`src/rtl/instr_sequencer.sv`:
```
// rtl/instr_sequencer.sv - fetch/decode/execute control FSM that owns the PC
// Optional single-step mode: define SEQ_SINGLE_STEP_EN (adds step port and WAIT_STEP state).
module instr_sequencer #(
  parameter int unsigned       ADDR_W      = 8,
  parameter logic [ADDR_W-1:0] RESET_PC    = '0,
  parameter logic [15:0]       HALT_OPCODE = 16'hFFFF
) (
  input  logic              clk,
  input  logic              rst_n,
  input  logic              start,
`ifdef SEQ_SINGLE_STEP_EN
  input  logic              step,
`endif
  output logic              imem_req,
  output logic [ADDR_W-1:0] imem_addr,
  input  logic              imem_ack,
  input  logic [15:0]       imem_rdata,
  output logic [15:0]       instr_out,
  input  logic              dec_isjump,
  input  logic              dec_isjumpz,
  input  logic              dec_write,
  input  logic              dec_show,
  input  logic [7:0]        dec_addr,
  input  logic              alu_zero,
  output logic              rf_we,
  output logic              show_valid,
  input  logic              show_ready,
  output logic              busy,
  output logic              halted
);

`ifdef SEQ_SINGLE_STEP_EN
  typedef enum logic [2:0] {
    st_idle, st_fetch, st_decode, st_exec, st_wb, st_show, st_halt, st_wait_step
  } state_t;
  localparam state_t RESUME_ST = st_wait_step;
`else
  typedef enum logic [2:0] {
    st_idle, st_fetch, st_decode, st_exec, st_wb, st_show, st_halt
  } state_t;
  localparam state_t RESUME_ST = st_fetch;
`endif

  state_t            state, state_n;
  logic [ADDR_W-1:0] pc, pc_n, pc_inc, jump_tgt;
  logic [15:0]       instr_n;
  logic              zero_flag, zero_flag_n;

  assign pc_inc    = pc + ADDR_W'(1);
  assign imem_addr = pc;

  generate
    if (ADDR_W >= 8) begin : g_wide_tgt
      assign jump_tgt = ADDR_W'(dec_addr);
    end else begin : g_narrow_tgt
      assign jump_tgt = dec_addr[ADDR_W-1:0];
    end
  endgenerate

  always_ff @(posedge clk or negedge rst_n) begin
    if (!rst_n) begin
      state     <= st_idle;
      pc        <= RESET_PC;
      instr_out <= '0;
      zero_flag <= 1'b0;
    end else begin
      state     <= state_n;
      pc        <= pc_n;
      instr_out <= instr_n;
      zero_flag <= zero_flag_n;
    end
  end

  // Outputs are decoded from the state so an async reset drops them at once.
  always_comb begin
    state_n     = state;
    pc_n        = pc;
    instr_n     = instr_out;
    zero_flag_n = zero_flag;
    imem_req    = 1'b0;
    rf_we       = 1'b0;
    show_valid  = 1'b0;
    busy        = 1'b1;
    halted      = 1'b0;
    case (state)
      st_idle, st_halt: begin
        busy   = 1'b0;
        halted = (state == st_halt);
        if (start) begin
          pc_n    = RESET_PC;
          state_n = st_fetch;
        end
      end
      st_fetch: begin
        imem_req = 1'b1;
        if (imem_ack) begin
          instr_n = imem_rdata;
          state_n = st_decode;
        end
      end
      st_decode: state_n = st_exec;
      st_exec: begin
        // Halt beats every decoder flag; jumps leave zero_flag untouched.
        if (instr_out == HALT_OPCODE) begin
          state_n = st_halt;
        end else if (dec_isjump) begin
          pc_n    = jump_tgt;
          state_n = RESUME_ST;
        end else if (dec_isjumpz) begin
          pc_n    = zero_flag ? jump_tgt : pc_inc;
          state_n = RESUME_ST;
        end else if (dec_show) begin
          state_n = st_show;
        end else if (dec_write) begin
          state_n = st_wb;
        end else begin
          zero_flag_n = alu_zero;
          pc_n        = pc_inc;
          state_n     = RESUME_ST;
        end
      end
      st_wb: begin
        rf_we       = 1'b1;
        zero_flag_n = alu_zero;
        pc_n        = pc_inc;
        state_n     = RESUME_ST;
      end
      st_show: begin
        show_valid = 1'b1;
        if (show_ready) begin
          pc_n    = pc_inc;
          state_n = RESUME_ST;
        end
      end
`ifdef SEQ_SINGLE_STEP_EN
      st_wait_step: begin
        if (step) state_n = st_fetch;
      end
`endif
      default: state_n = st_idle;
    endcase
  end

endmodule

```
`config.mk`:
```
export PLATFORM = sky130hd
export DESIGN_NAME = instr_sequencer
export DESIGN_NICKNAME = d
export VERILOG_FILES = /design/src/rtl/instr_sequencer.sv
export SDC_FILE = /design/constraint.sdc
export NUM_CORES = 1
export LEC_CHECK = 0
export BUFFER_PORTS_ARGS = -buffer_cell sky130_fd_sc_hd__buf_2
export CORE_AREA = 2 2 65 67
export DETAILED_ROUTE_END_ITERATION = 8
export DIE_AREA = 0 0 67 69
export MAX_ROUTING_LAYER = met4
export PLACE_DENSITY = 0.75
export SLEW_MARGIN = 20
export SYNTH_ARGS = -nofsm -noshare
export SYNTH_HDL_FRONTEND = slang
export SYNTH_SLANG_ARGS = --single-unit
```
`constraint.sdc`:
```
create_clock -name clk -period 1.7 [get_ports clk]
set_input_delay 0 -clock clk [delete_from_list [all_inputs] [get_ports clk]]
set_output_delay 0 -clock clk [all_outputs]
set_load 0.01 [all_outputs]
```
Word level (Yosys, flattened, before mapping)
Cells that the tools add are included.

storage, ports and cells
  register bits after elaboration = 28
  word-level logic and storage cells = 59
  input port bits = 34

cells by class
  equality and inequality tests = 17
  reduce and logical (&&, ||, !) cells = 8
  add/sub/neg operators = 1
  multiplexer cells = 29

operators with widths
  cell                    number
  $mux W8                 8
  $pmux W8 S4             1
  $mux W3                 8
  $pmux W3 S6             1
  $eq A16 B16 Y1 const B  1
  $ne A2 B2 Y1 const B    8
  $reduce_and A6 Y1       2
  $mux W1                 10
  $eq A3 B3 Y1 const B    3
  $add A8 B1 Y8 const B   1
  $ne A4 B4 Y1 const B    2
  $eq A3 B2 Y1 const B    2
  $reduce_bool A4 Y1      1
  $eq A3 B1 Y1 const B    1
  $logic_not A3 Y1        1
  $reduce_and A3 Y1       1
  $pmux W1 S2             1
  $reduce_and A2 Y1       1
  $reduce_bool A2 Y1      1
  $reduce_or A2 Y1        1

Longest topological paths before layout
Gate-level depths: netlist (run 1).

  word-level depth = 7
  gate-level depth with buffers = 6
  mapped depth without buffers = 5

Worst setup path after synthesis (run 1)
OpenSTA, ideal clock, no wires.

  kind = flip-flop to flip-flop
  start point = register instr_out[14]
  end point = register pc[0] (netlist: imem_addr[0])
  period minus slack after synthesis = 1.668 ns
  stages on the path, launching flop included = 6
  buffers on the path = 0
  setup slack = 0.032 ns
  library setup time = 0.125 ns
  data required time = 1.575 ns
  arrival time = 1.543 ns
  path through = dfrtp_1 -> nand4_1 -> nor4_4 -> nor3_2 -> nor2_4 -> mux2_2

on the way
  longest elaborated chain between the ends = 3

ends and longest elaborated chain
  element                      RTL line  source
  from (decl)                  18        output logic [15:0] instr_out,
  from (signal assigned)       69        instr_out <= instr_n;
  $eq A16 B16 Y1               104       if (instr_out == HALT_OPCODE) begin
  $ne A2 B2 Y1 (no line)       -
  $reduce_and A6 Y1 (no line)  -
  to (signal assigned)         68        pc <= pc_n;
  to (decl)                    45        logic [ADDR_W-1:0] pc, pc_n, pc_inc, jump_tgt;

Every way passes these cells.
A chain may end at the register's enable or synchronous reset.

Worst setup path in the final report (run 1)
  start point = register instr_out[13]
  end point = register pc[7] (netlist: imem_addr[7])

Same word-level chain as after synthesis.

==> out/results.txt, run 1 <==
Status: complete, no violations
Io pins: 63
DR iter-0 viols: 46
Final WS setup: 32.5 ps
Dominant cell type by area after synthesis: dfrtp_1
Largest net degree at the start of global routing: 29
Die X: 67 um
Initial Util: 38.3%
CP top delay family: simple AND/OR/NAND/NOR gates
Die Outline Area: 4620 um^2
Arrival time worst endpoint: 1840 ps
CTS root buf: clkbuf_8
ANT nets after route: 0
Mapped Nets: 166
Dominant cells by area after synthesis: dfrtp_1 47%, mux2_2 17%, o21ai_0 2.3%
Routability congestion estimate: 0.770
Cell count after synthesis: 131
Diode count: 0
Routed length per placed instance: 14.2 um
Area share of the largest cell type after synthesis: 46.7%
R2R cell count: 5
CTS sink cnt: 28
Clk_lat worst skew: 270 ps
CP Class: reg2reg
Min Tclk post-route: 1670 ps
Fill cells: 346
Multi-input logic area: 758 um^2
P_leak: 1.08 nW
CTS buffer count: 3
Reg area: 701 um^2
Final Util: 57.3%
CTS tree: built
Via Count: 1401
Syn avg cell area: 11.5 um^2
Die Ht: 69 um
Netlist cell types: 39
Startpoint types: register
Pwr Total: 3.52 mW
Synth Register Bits: 28
DRC violations left: 0
Largest stage delay, worst path: 390 ps
DPL Wire Length: 2750 um
DR pass1 iterations: 4
Worst path cell trace: nand4_1 -> nor4_4 -> nor3_2 -> nor2_4 -> mux2_2
Global-route wire length before repair: 6460 um
Area Overhead vs Synth: 49.5%
Final wirelength: 4000 um
Max-slew violation count: 0
Slew headroom: 56.6%
Gates resized, CTS repair: 0
FMAX: 600 MHz
Pwr dens: 1570 nW/um^2
Final hold vios: 0
Slew @ Worst Pin: 651 ps
Data required time of the worst path: 1870 ps
Crit path depth: 5
GRT Util Overall: 18.2%
CTS Buffer Depth: 2
Worst VDD drop: 1110 uV
Post-synthesis sequential area ratio: 46.7%
Maximum fanout along the worst path: 7
Asr flop ratio synth: 100%
Share of cells above drive strength 1: 51.5%
Net total in the final layout: 267
Unrepaired setup endpoints after global routing: true
Vias in the first global route: 1420
Synth warnings: 0
Non-filler cells, final: 281
Placed cells: 250
# setup viols final: 0
Hold WC Path Type: in2reg
Initial antenna violation count: 0
Core Rows: 23
Vias per inst: 4.99
Crit-path slowest cell: dfrtp_1
Crit end category: register
Mapped cell area: 1500 um^2
Core area: 3910 um^2
Number of synthesized flops with an enable pin: 0
Clock slew at the register clock pins of the worst setup and hold paths: 100 ps
CTS H-Tree Depth: 1
Max Cap Viol: 0
Clock skew: 1.49 ps
Hold-critical path depth: 3
Number of port buffers: 62
Top_reg_cell synth: dfrtp_1
Congestion Overflow GR: 0
Worst path buffer plus inverter count: 0
DP Worst Slack: 60.1 ps
Tcrit/Tclk final: 98.1%
layer usage:
| layer | track usage [%] | up-vias | share of wire, % |
|---|---|---|---|
| li1 | - | 681 | - |
| met1 | 22.9 | 663 | 42 |
| met2 | 30.3 | 55 | 52 |
| met3 | 3.43 | 2 | 6.0 |
| met4 | 3.85 | 0 | 0.35 |
| met5 | - | - | 0 |
stage by stage:
stage                     hold WS, ps  TNS [ps]  area, um^2
final                            32.6         0        2240
after global routing             46.9      -470        2240
after CTS                        29.7         0        2180
after detailed placement         54.5         0        1940
after global placement           49.3         0        1940
after floorplan                  -296         0        1500
what timing repair did:
item | in CTS | in global routing
hold buffers | 19 | 0
setup endpoints to repair | 0 | 6
hold endpoints to repair | 46 | 0
setup buffers | 0 | 8
worst register-to-register path, delay by kind of cell (launching register included):
family,cells,cell delay [ps]
flip-flops,1,390
AND/OR/NAND/NOR,4,810
multiplexers,1,360
power by group:
| group | internal (mW) | leakage (nW) | switching [mW] |
|---|---|---|---|
| Sequential | 0.980 | 0.347 | 0.299 |
| Combinational | 1.01 | 0.701 | 0.812 |
| Clock | 0.208 | 0.0288 | 0.215 |
sequential cells by signal (all words and copies together), names as in the netlist:
signal	flops
state	3
imem_addr	8
zero_flag	1
instr_out	16
kinds of logic (layout without fill, tap and decap cells):
family                   count (synthesis)  count (layout)  share of synthesized area (%)
AND/OR/NAND/NOR                         43              43                           18.6
flip-flops                              28              28                           46.7
AO/OA/AOI/OAI                           24              24                           10.8
multiplexers                            23              23                           17.3
buffers and inverters                    7             107                           2.75
XOR/XNOR                                 4               4                           2.34
adder cells (fa/ha/maj)                  2               2                           1.58
final timing paths:
path | from | end | slack (ps)
max reg2reg | instr_out[13]$_DFFE_PN0P_ | imem_addr[7]$_DFFE_PN0P_ | 30
min reg2reg | zero_flag$_DFFE_PN0P_ | zero_flag$_DFFE_PN0P_ | 530
max | instr_out[13]$_DFFE_PN0P_ | imem_addr[7]$_DFFE_PN0P_ | 30
max in group asynchronous | rst_n | instr_out[12]$_DFFE_PN0P_ | 990
min in group asynchronous | rst_n | instr_out[3]$_DFFE_PN0P_ | 290
min | start | state[0]$_DFFE_PN0P_ | 30
synth_stat cells, types with 2 or more instances:
| cell | n |
|---|---|
| and2_1 | 2 |
| o21ai_0 | 7 |
| buf_4 | 2 |
| xor2_1 | 4 |
| nor2_1 | 5 |
| and2b_2 | 2 |
| o22ai_1 | 4 |
| inv_1 | 2 |
| mux2_2 | 23 |
| dfrtp_1 | 28 |
| nand4_1 | 4 |
| o31ai_1 | 2 |
| a21oi_1 | 4 |
| nor3b_1 | 4 |
| o2bb2ai_1 | 2 |
| and3_1 | 2 |
| nand3_1 | 5 |
| nand2_1 | 8 |
final cells by class:
class,instances,share of cell area [%]
Inverter,3,0.502
Clock buffer,4,2.45
Sequential cell,28,31.2
Timing Repair Buffer,100,29.2
Tap cell,50,2.79
Multi-Input combinational cell,96,33.8
cells in the final DEF (no fill, tap or decap), drive strengths merged:
cell type    count
buf             81
dfrtp           28
mux2            23
dlygate4sd3     19
nand2            8
o21ai            8
nor2             6
nand3            5
nor3b            5
a21oi            5
nand4            4
o22ai            4
xor2             4
clkbuf           4
and2b            3
inv              3
and2             2
o31ai            2
and3             2
o2bb2ai          2
nor3             2
or2b             1
or3              1
nor4             1
a21o             1
nand3b           1
nor4b            1
o311ai           1
and3b            1
maj3             1
a22oi            1
ha               1
(Power assumes the default switching activity.)
==> run 2: changes to the inputs <==
--- a/config.mk
+++ b/config.mk
@@ -11,6 +11,7 @@
 export DIE_AREA = 0 0 67 69
 export MAX_ROUTING_LAYER = met4
 export PLACE_DENSITY = 0.75
+export REMOVE_ABC_BUFFERS = 1
 export SLEW_MARGIN = 20
 export SYNTH_ARGS = -nofsm -noshare
 export SYNTH_HDL_FRONTEND = slang
==> run 2 against run 1 <==
Combinational power about the same. Non-clock buffer count decreased by 5. Cell area about the same. Fmax decreased by 1.9%. Hold slack got worse by 18 ps. Die area unchanged. Via count decreased by 0.93%. First-iteration DRC count decreased by 15%. Critical path depth increased by 1. Clock skew increased by 0.96 ps. Sequential power about the same. Largest cell class unchanged. Highest routed layer unchanged.
==> out/results.txt, run 2 (synthesis gave the netlist of run 1 again) <==
Status: complete, no violations
Final WS setup: 0.655 ps (-31.9 ps)
Commonest non-fill, non-tap cell in the layout: buf_2
Sequential fraction of design power: 36.7% (+0.4 points)
Core area: 3910 um^2 (unchanged)
Clk_lat worst skew: 270 ps (about the same)
Core Rows: 23 (unchanged)
Largest net degree at the start of global routing: 29 (unchanged)
Min Hold Slack: 15.0 ps (-17.5 ps)
Net total in the final layout: 262 (-1.9%)
Vias in the first global route: 1390 (-2.1%)
Worst r2r src: state[1]$_DFFE_PN0P_
Fill cells: 334 (-3.5%)
Logic pwr share: 51.4% (-0.3 points)
Commonest non-fill, non-tap cells in the layout: 62 x buf_2, 27 x dfrtp_1, 19 x dlygate4sd3_1
# setup viols final: 0 (unchanged)
Crit end category: register
Hold-critical path depth: 3 (unchanged)
Unrepaired setup endpoints after global routing: true
Data required time of the worst path: 1870 ps (about the same)
Worst path cell trace: buf_4 -> maj3_2 -> o21ai_4 -> nor2_4 -> buf_12 -> mux2_4
Max-slew violation count: 0 (unchanged)
Hold WC Path Type: in2reg
CTS buffer count: 3 (unchanged)
Congestion Overflow GR: 0 (unchanged)
Worst VDD drop: 882 uV (-21%)
DPL Wire Length: 2700 um (-1.8%)
Crit-path slowest cell: dfrtp_2
Clock share of power: 11.9% (about the same)
DRC violations left: 0 (unchanged)
Initial antenna violation count: 0 (unchanged)
HP Start: dec_addr[3]
R2R cell count: 6 (+1)
GRT Util Overall: 17.7% (-0.47 points)
NetSw: 1.31 mW (-1.3%)
Post-route cell area: 2240 um^2 (about the same)
Area after DPL: 1920 um^2 (-0.77%)
CTS Buffer Depth: 2 (unchanged)
CTS sink cnt: 28 (unchanged)
Die Outline Area: 4620 um^2 (unchanged)
DP Worst Slack: 42.6 ps (-17.5 ps)
CTS tree: built
Share of cells above drive strength 1: 50.9% (-0.63 points)
Internal power: 2.20 mW (+0.11%)
Diode count: 0 (unchanged)
CP Class: reg2reg
Hold worst-path end: imem_addr[3]$_DFFE_PN0P_
Startpoint types: register
Die X: 67 um (unchanged)
Vias per inst: 5.03 (+0.87%)
TNS Setup: 0 ps (unchanged)
Slew headroom: 58.0% (+1.4 points)
Net Sw Frac: 37.3% (-0.32 points)
Worst path buffer plus inverter count: 2 (+2)
Maximum fanout along the worst path: 8 (+1)
Pwr dens: 1560 nW/um^2 (-0.35%)
CTS root buf: clkbuf_8
Largest stage delay, worst path: 450 ps (+60 ps)
Min Tclk post-route: 1700 ps (+31.9 ps)
Initial Util: 38.3% (unchanged)
Max Cap Viol: 0 (unchanged)
Clock slew at the register clock pins of the worst setup and hold paths: 100 ps (about the same)
CTS H-Tree Depth: 1 (unchanged)
Via Count: 1388 (-0.93%)
Global-route wire length before repair: 6170 um (-4.5%)
Routability congestion estimate: 0.730 (-5.1%)
DR pass1 iterations: 4 (unchanged)
Final wirelength: 3980 um (-0.33%)
Routed length per placed instance: 14.4 um (+1.5%)
Final hold vios: 0 (unchanged)
FMAX: 588 MHz (-1.9%)
Die Ht: 69 um (unchanged)
Clock skew: 2.45 ps (+0.958 ps)
Arrival time worst endpoint: 1870 ps (+30 ps)
Most flops, register: instr_out
Area Overhead vs Synth: 49.5% (about the same)
Io pins: 63 (unchanged)
CP top delay family: flip-flops
FF-to-FF setup slack: 0.7 ps (-30 ps)
ANT nets after route: 0 (unchanged)
P_leak: 1.08 nW (-0.12%)
DR iter-0 viols: 39 (-15%)
Number of port buffers: 62 (unchanged)
Slew @ Worst Pin: 630 ps (-20.5 ps)
Max reg flops: 16 (unchanged)
Capturing point of the worst reg2reg path: imem_addr[6]$_DFFE_PN0P_
Tcrit/Tclk final: 100% (+1.9 points)
==> run 2: stage by stage <==
step / total power [mW] / utilization, % / std cells
6_report: 3.51 / 57.3 / 276
5_1_grt: 3.73 / 57.3 / 276
4_1_cts: 3.32 / 55.4 / 271
3_5_place_dp: 2.87 / 49.1 / 248
3_3_place_gp: 2.84 / 49.1 / 248
2_1_floorplan: 2.18 / - / 127
==> run 2: power by group through the flow <==
stage / Clock (mW) / Sequential [mW] / Combinational (mW)
after floorplan: 0 / 1.40 / 0.780
after global placement: 0 / 1.27 / 1.57
after detailed placement: 0 / 1.29 / 1.58
after CTS: 0.426 / 1.28 / 1.61
after global routing: 0.453 / 1.33 / 1.94
final: 0.417 / 1.29 / 1.80
==> run 2: worst max path at each step <==
stage	start	to	depth (start not counted)
6_report	state[1]$_DFFE_PN0P_	imem_addr[6]$_DFFE_PN0P_	6
5_1_grt	instr_out[3]$_DFFE_PN0P_	imem_addr[7]$_DFFE_PN0P_	6
4_1_cts	instr_out[8]$_DFFE_PN0P_	imem_addr[6]$_DFFE_PN0P_	5
3_5_place_dp	instr_out[8]$_DFFE_PN0P_	imem_addr[6]$_DFFE_PN0P_	5
3_3_place_gp	instr_out[9]$_DFFE_PN0P_	imem_addr[1]$_DFFE_PN0P_	5
2_1_floorplan	state[0]$_DFFE_PN0P_	instr_out[0]$_DFFE_PN0P_	3
==> run 2: metal layers <==
| metal | GRT usage, % | up-vias | wire length, um |
|---|---|---|---|
| li1 | - | 672 | - |
| met1 | 21.6 | 660 | 1710 |
| met2 | 30.5 | 52 | 2010 |
| met3 | 3.26 | 4 | 234 |
| met4 | 3.40 | 0 | 27 |
| met5 | - | - | 0 |
==> run 2: cell type report <==
cell class                 instances  area (um^2)  area share, %
multi-input combinational         96          781           34.8
sequential                        28          702           31.3
timing repair buffer              95          631           28.1
tap                               50         62.6           2.79
clock buffer                       4         55.1           2.46
inverter                           3         11.3          0.502
==> run 2: tightest hold or removal path, cell delays in order <==
cell,delay [ps]
buf_2,80
a21oi_1,50
o2bb2ai_1,120
==> run 2: repair_timing <==
item,in CTS,in global routing
hold buffers,19,0
buffers inserted,0,5
resized for setup,0,7
endpoints found under the hold margin,46,0
setup endpoints to repair,0,6
==> run 3: changes to the inputs <==
--- a/config.mk
+++ b/config.mk
@@ -5,12 +5,12 @@
 export SDC_FILE = /design/constraint.sdc
 export NUM_CORES = 1
 export LEC_CHECK = 0
-export BUFFER_PORTS_ARGS = -buffer_cell sky130_fd_sc_hd__buf_2
 export CORE_AREA = 2 2 65 67
 export DETAILED_ROUTE_END_ITERATION = 8
 export DIE_AREA = 0 0 67 69
+export DONT_BUFFER_PORTS = 1
 export MAX_ROUTING_LAYER = met4
-export PLACE_DENSITY = 0.75
+export PLACE_DENSITY = 0.62
 export REMOVE_ABC_BUFFERS = 1
 export SLEW_MARGIN = 20
 export SYNTH_ARGS = -nofsm -noshare
==> run 3 against run 2 <==
Setup slack better by 84 ps. Sequential power about the same. Die area unchanged. Clock skew about the same. Non-clock buffer count down 38. Total power up 3.3%. First-iteration DRC count down 7.7%. Critical path type unchanged. Largest power group unchanged.
==> out/results.txt, run 3 (synthesis gave the netlist of run 1 again) <==
Hold-critical path depth: 3 (unchanged)
CP Class: reg2reg
Maximum fanout along the worst path: 8 (unchanged)
Max reg flops: 16 (unchanged)
Final wirelength: 3650 um (-8.3%)
Routed length per placed instance: 15.3 um (+6.4%)
Slew headroom: 72.8% (+15 points)
Data required time of the worst path: 1860 ps (about the same)
TNS Setup: 0 ps (unchanged)
CTS sink cnt: 28 (unchanged)
DP Worst Slack: -9.36 ps (-52.0 ps)
Startpoint types: register
Largest stage delay, worst path: 460 ps (about the same)
Global-route wire length before repair: 5960 um (-3.4%)
Final hold vios: 0 (unchanged)
Diode count: 0 (unchanged)
CTS root buf: clkbuf_8
Vias in the first global route: 1331 (-4.2%)
Die X: 67 um (unchanged)
Post-route cell area: 2160 um^2 (-3.5%)
Die Ht: 69 um (unchanged)
CTS Buffer Depth: 2 (unchanged)
DRC violations left: 0 (unchanged)
Arrival time worst endpoint: 1780 ps (-90 ps)
FMAX: 619 MHz (+5.2%)
Initial antenna violation count: 0 (unchanged)
Number of port buffers: 0 (-100%)
CTS tree: built
Routability congestion estimate: 0.814 (+12%)
Clk_lat worst skew: 270 ps (about the same)
Min Hold Slack: 4.66 ps (-10.4 ps)
Area after DPL: 1730 um^2 (-10%)
Slew @ Worst Pin: 407 ps (-224 ps)
Crit-path slowest cell: dfrtp_2
Final Util: 55.3% (-2.0 points)
DR iter-0 viols: 36 (-7.7%)
Crit end category: register
DR pass1 iterations: 4 (unchanged)
Tcrit/Tclk final: 95.0% (-4.9 points)
GRT Util Overall: 17.0% (-0.76 points)
CTS buffer count: 3 (unchanged)
Core Rows: 23 (unchanged)
Final WS setup: 84.5 ps (+83.9 ps)
Io pins: 63 (unchanged)
ANT nets after route: 0 (unchanged)
Vias per inst: 5.21 (+3.6%)
CTS H-Tree Depth: 1 (unchanged)
Initial Util: 38.3% (unchanged)
R2R cell count: 5 (-1)
Via Count: 1240 (-11%)
Clock skew: 2.44 ps (-0.00652 ps)
Worst VDD drop: 774 uV (-12%)
Min Tclk post-route: 1620 ps (-83.9 ps)
Net total in the final layout: 224 (-15%)
Status: complete, no violations
Congestion Overflow GR: 0 (unchanged)
Max-slew violation count: 0 (unchanged)
Pwr dens: 1670 nW/um^2 (+7.0%)
Most flops, register: instr_out
DPL Wire Length: 2610 um (-3.5%)
Worst path buffer plus inverter count: 1 (-1)
Area Overhead vs Synth: 44.3%
Hold WC Path Type: in2reg
Crit path depth: 5 (-1)
Worst path cell trace: nand3b_1 -> nor3_2 -> nor2_4 -> buf_12 -> mux2_4
P_leak: 0.933 nW (-13%)
# setup viols final: 0 (unchanged)
Clock slew at the register clock pins of the worst setup and hold paths: 90 ps (about the same)
Share of cells above drive strength 1: 37.8% (-13 points)
Die Outline Area: 4620 um^2 (unchanged)
CP top delay family: simple AND/OR/NAND/NOR gates
Largest net degree at the start of global routing: 29 (unchanged)
Commonest non-fill, non-tap cells in the layout: 27 x dlygate4sd3_1, 27 x buf_4, 26 x dfrtp_1
Core area: 3910 um^2 (unchanged)
Max Cap Viol: 0 (unchanged)
## run 3: changes by cell type in the layout (fill, tap and decap cells not counted), sizes merged
cell,delta
buf,-46
dlygate4sd3,+8
bufinv,+1
clkbuf,-1
## run 3: area by class of cell
| cell class | instances | area, um^2 |
|---|---|---|
| inverter | 3 | 11.3 |
| multi-input combinational | 96 | 783 |
| tap | 50 | 62.6 |
| sequential | 28 | 703 |
| clock inverter | 1 | 30.0 |
| fill | 353 | 1750 |
| timing repair buffer | 57 | 533 |
| clock buffer | 3 | 41.3 |
## run 3: per-stage QoR
stage / power [mW] / std cells
3_3_place_gp: 2.78 / 201
2_1_floorplan: 2.18 / 127
6_report: 3.62 / 238
3_5_place_dp: 2.85 / 201
5_1_grt: 3.88 / 238
4_1_cts: 3.47 / 234
## run 3: worst paths after layout
path                                                  to  slack, ps             startpoint
worst max register to register  imem_addr[4]$_DFFE_PN0P_         80   state[2]$_DFFE_PN0P_
worst min-delay path            imem_addr[5]$_DFFE_PN0P_          5            dec_addr[5]
worst min register to register     zero_flag$_DFFE_PN0P_        530  zero_flag$_DFFE_PN0P_
min in group asynchronous       imem_addr[3]$_DFFE_PN0P_        170                  rst_n
worst max-delay path            imem_addr[4]$_DFFE_PN0P_         80   state[2]$_DFFE_PN0P_
max in group asynchronous           state[1]$_DFFE_PN0P_       1360                  rst_n
## run 3: per-layer routing
metal	wire [um]	GRT usage, %	up-vias	part of all wire (%)
met2	1960	31.0	43	54
met4	30	4.08	0	0.82
met1	1430	18.5	594	39
li1	-	-	598	-
met5	0	-	-	0
met3	226	3.10	5	6.2
## run 3: report_power, final
part	switching [mW]	internal, mW	total, mW
Combinational	0.778	1.04	1.82
Sequential	0.309	0.981	1.29
Clock	0.197	0.315	0.511
Total	1.28	2.34	3.62
## run 3: worst reg2reg max path, stage by stage, from the launching register on
cell	delay (ps)
dfrtp_2	460
nand3b_1	240
nor3_2	310
nor2_4	60
buf_12	140
mux2_4	290
## run 3: timing repair
action,in CTS,in global routing
gates resized for setup,0,9
endpoints found under the setup margin,6,6
pin swaps,3,4
endpoints found under the hold margin,54,0
buffers inserted,1,4
hold buffers,28,0
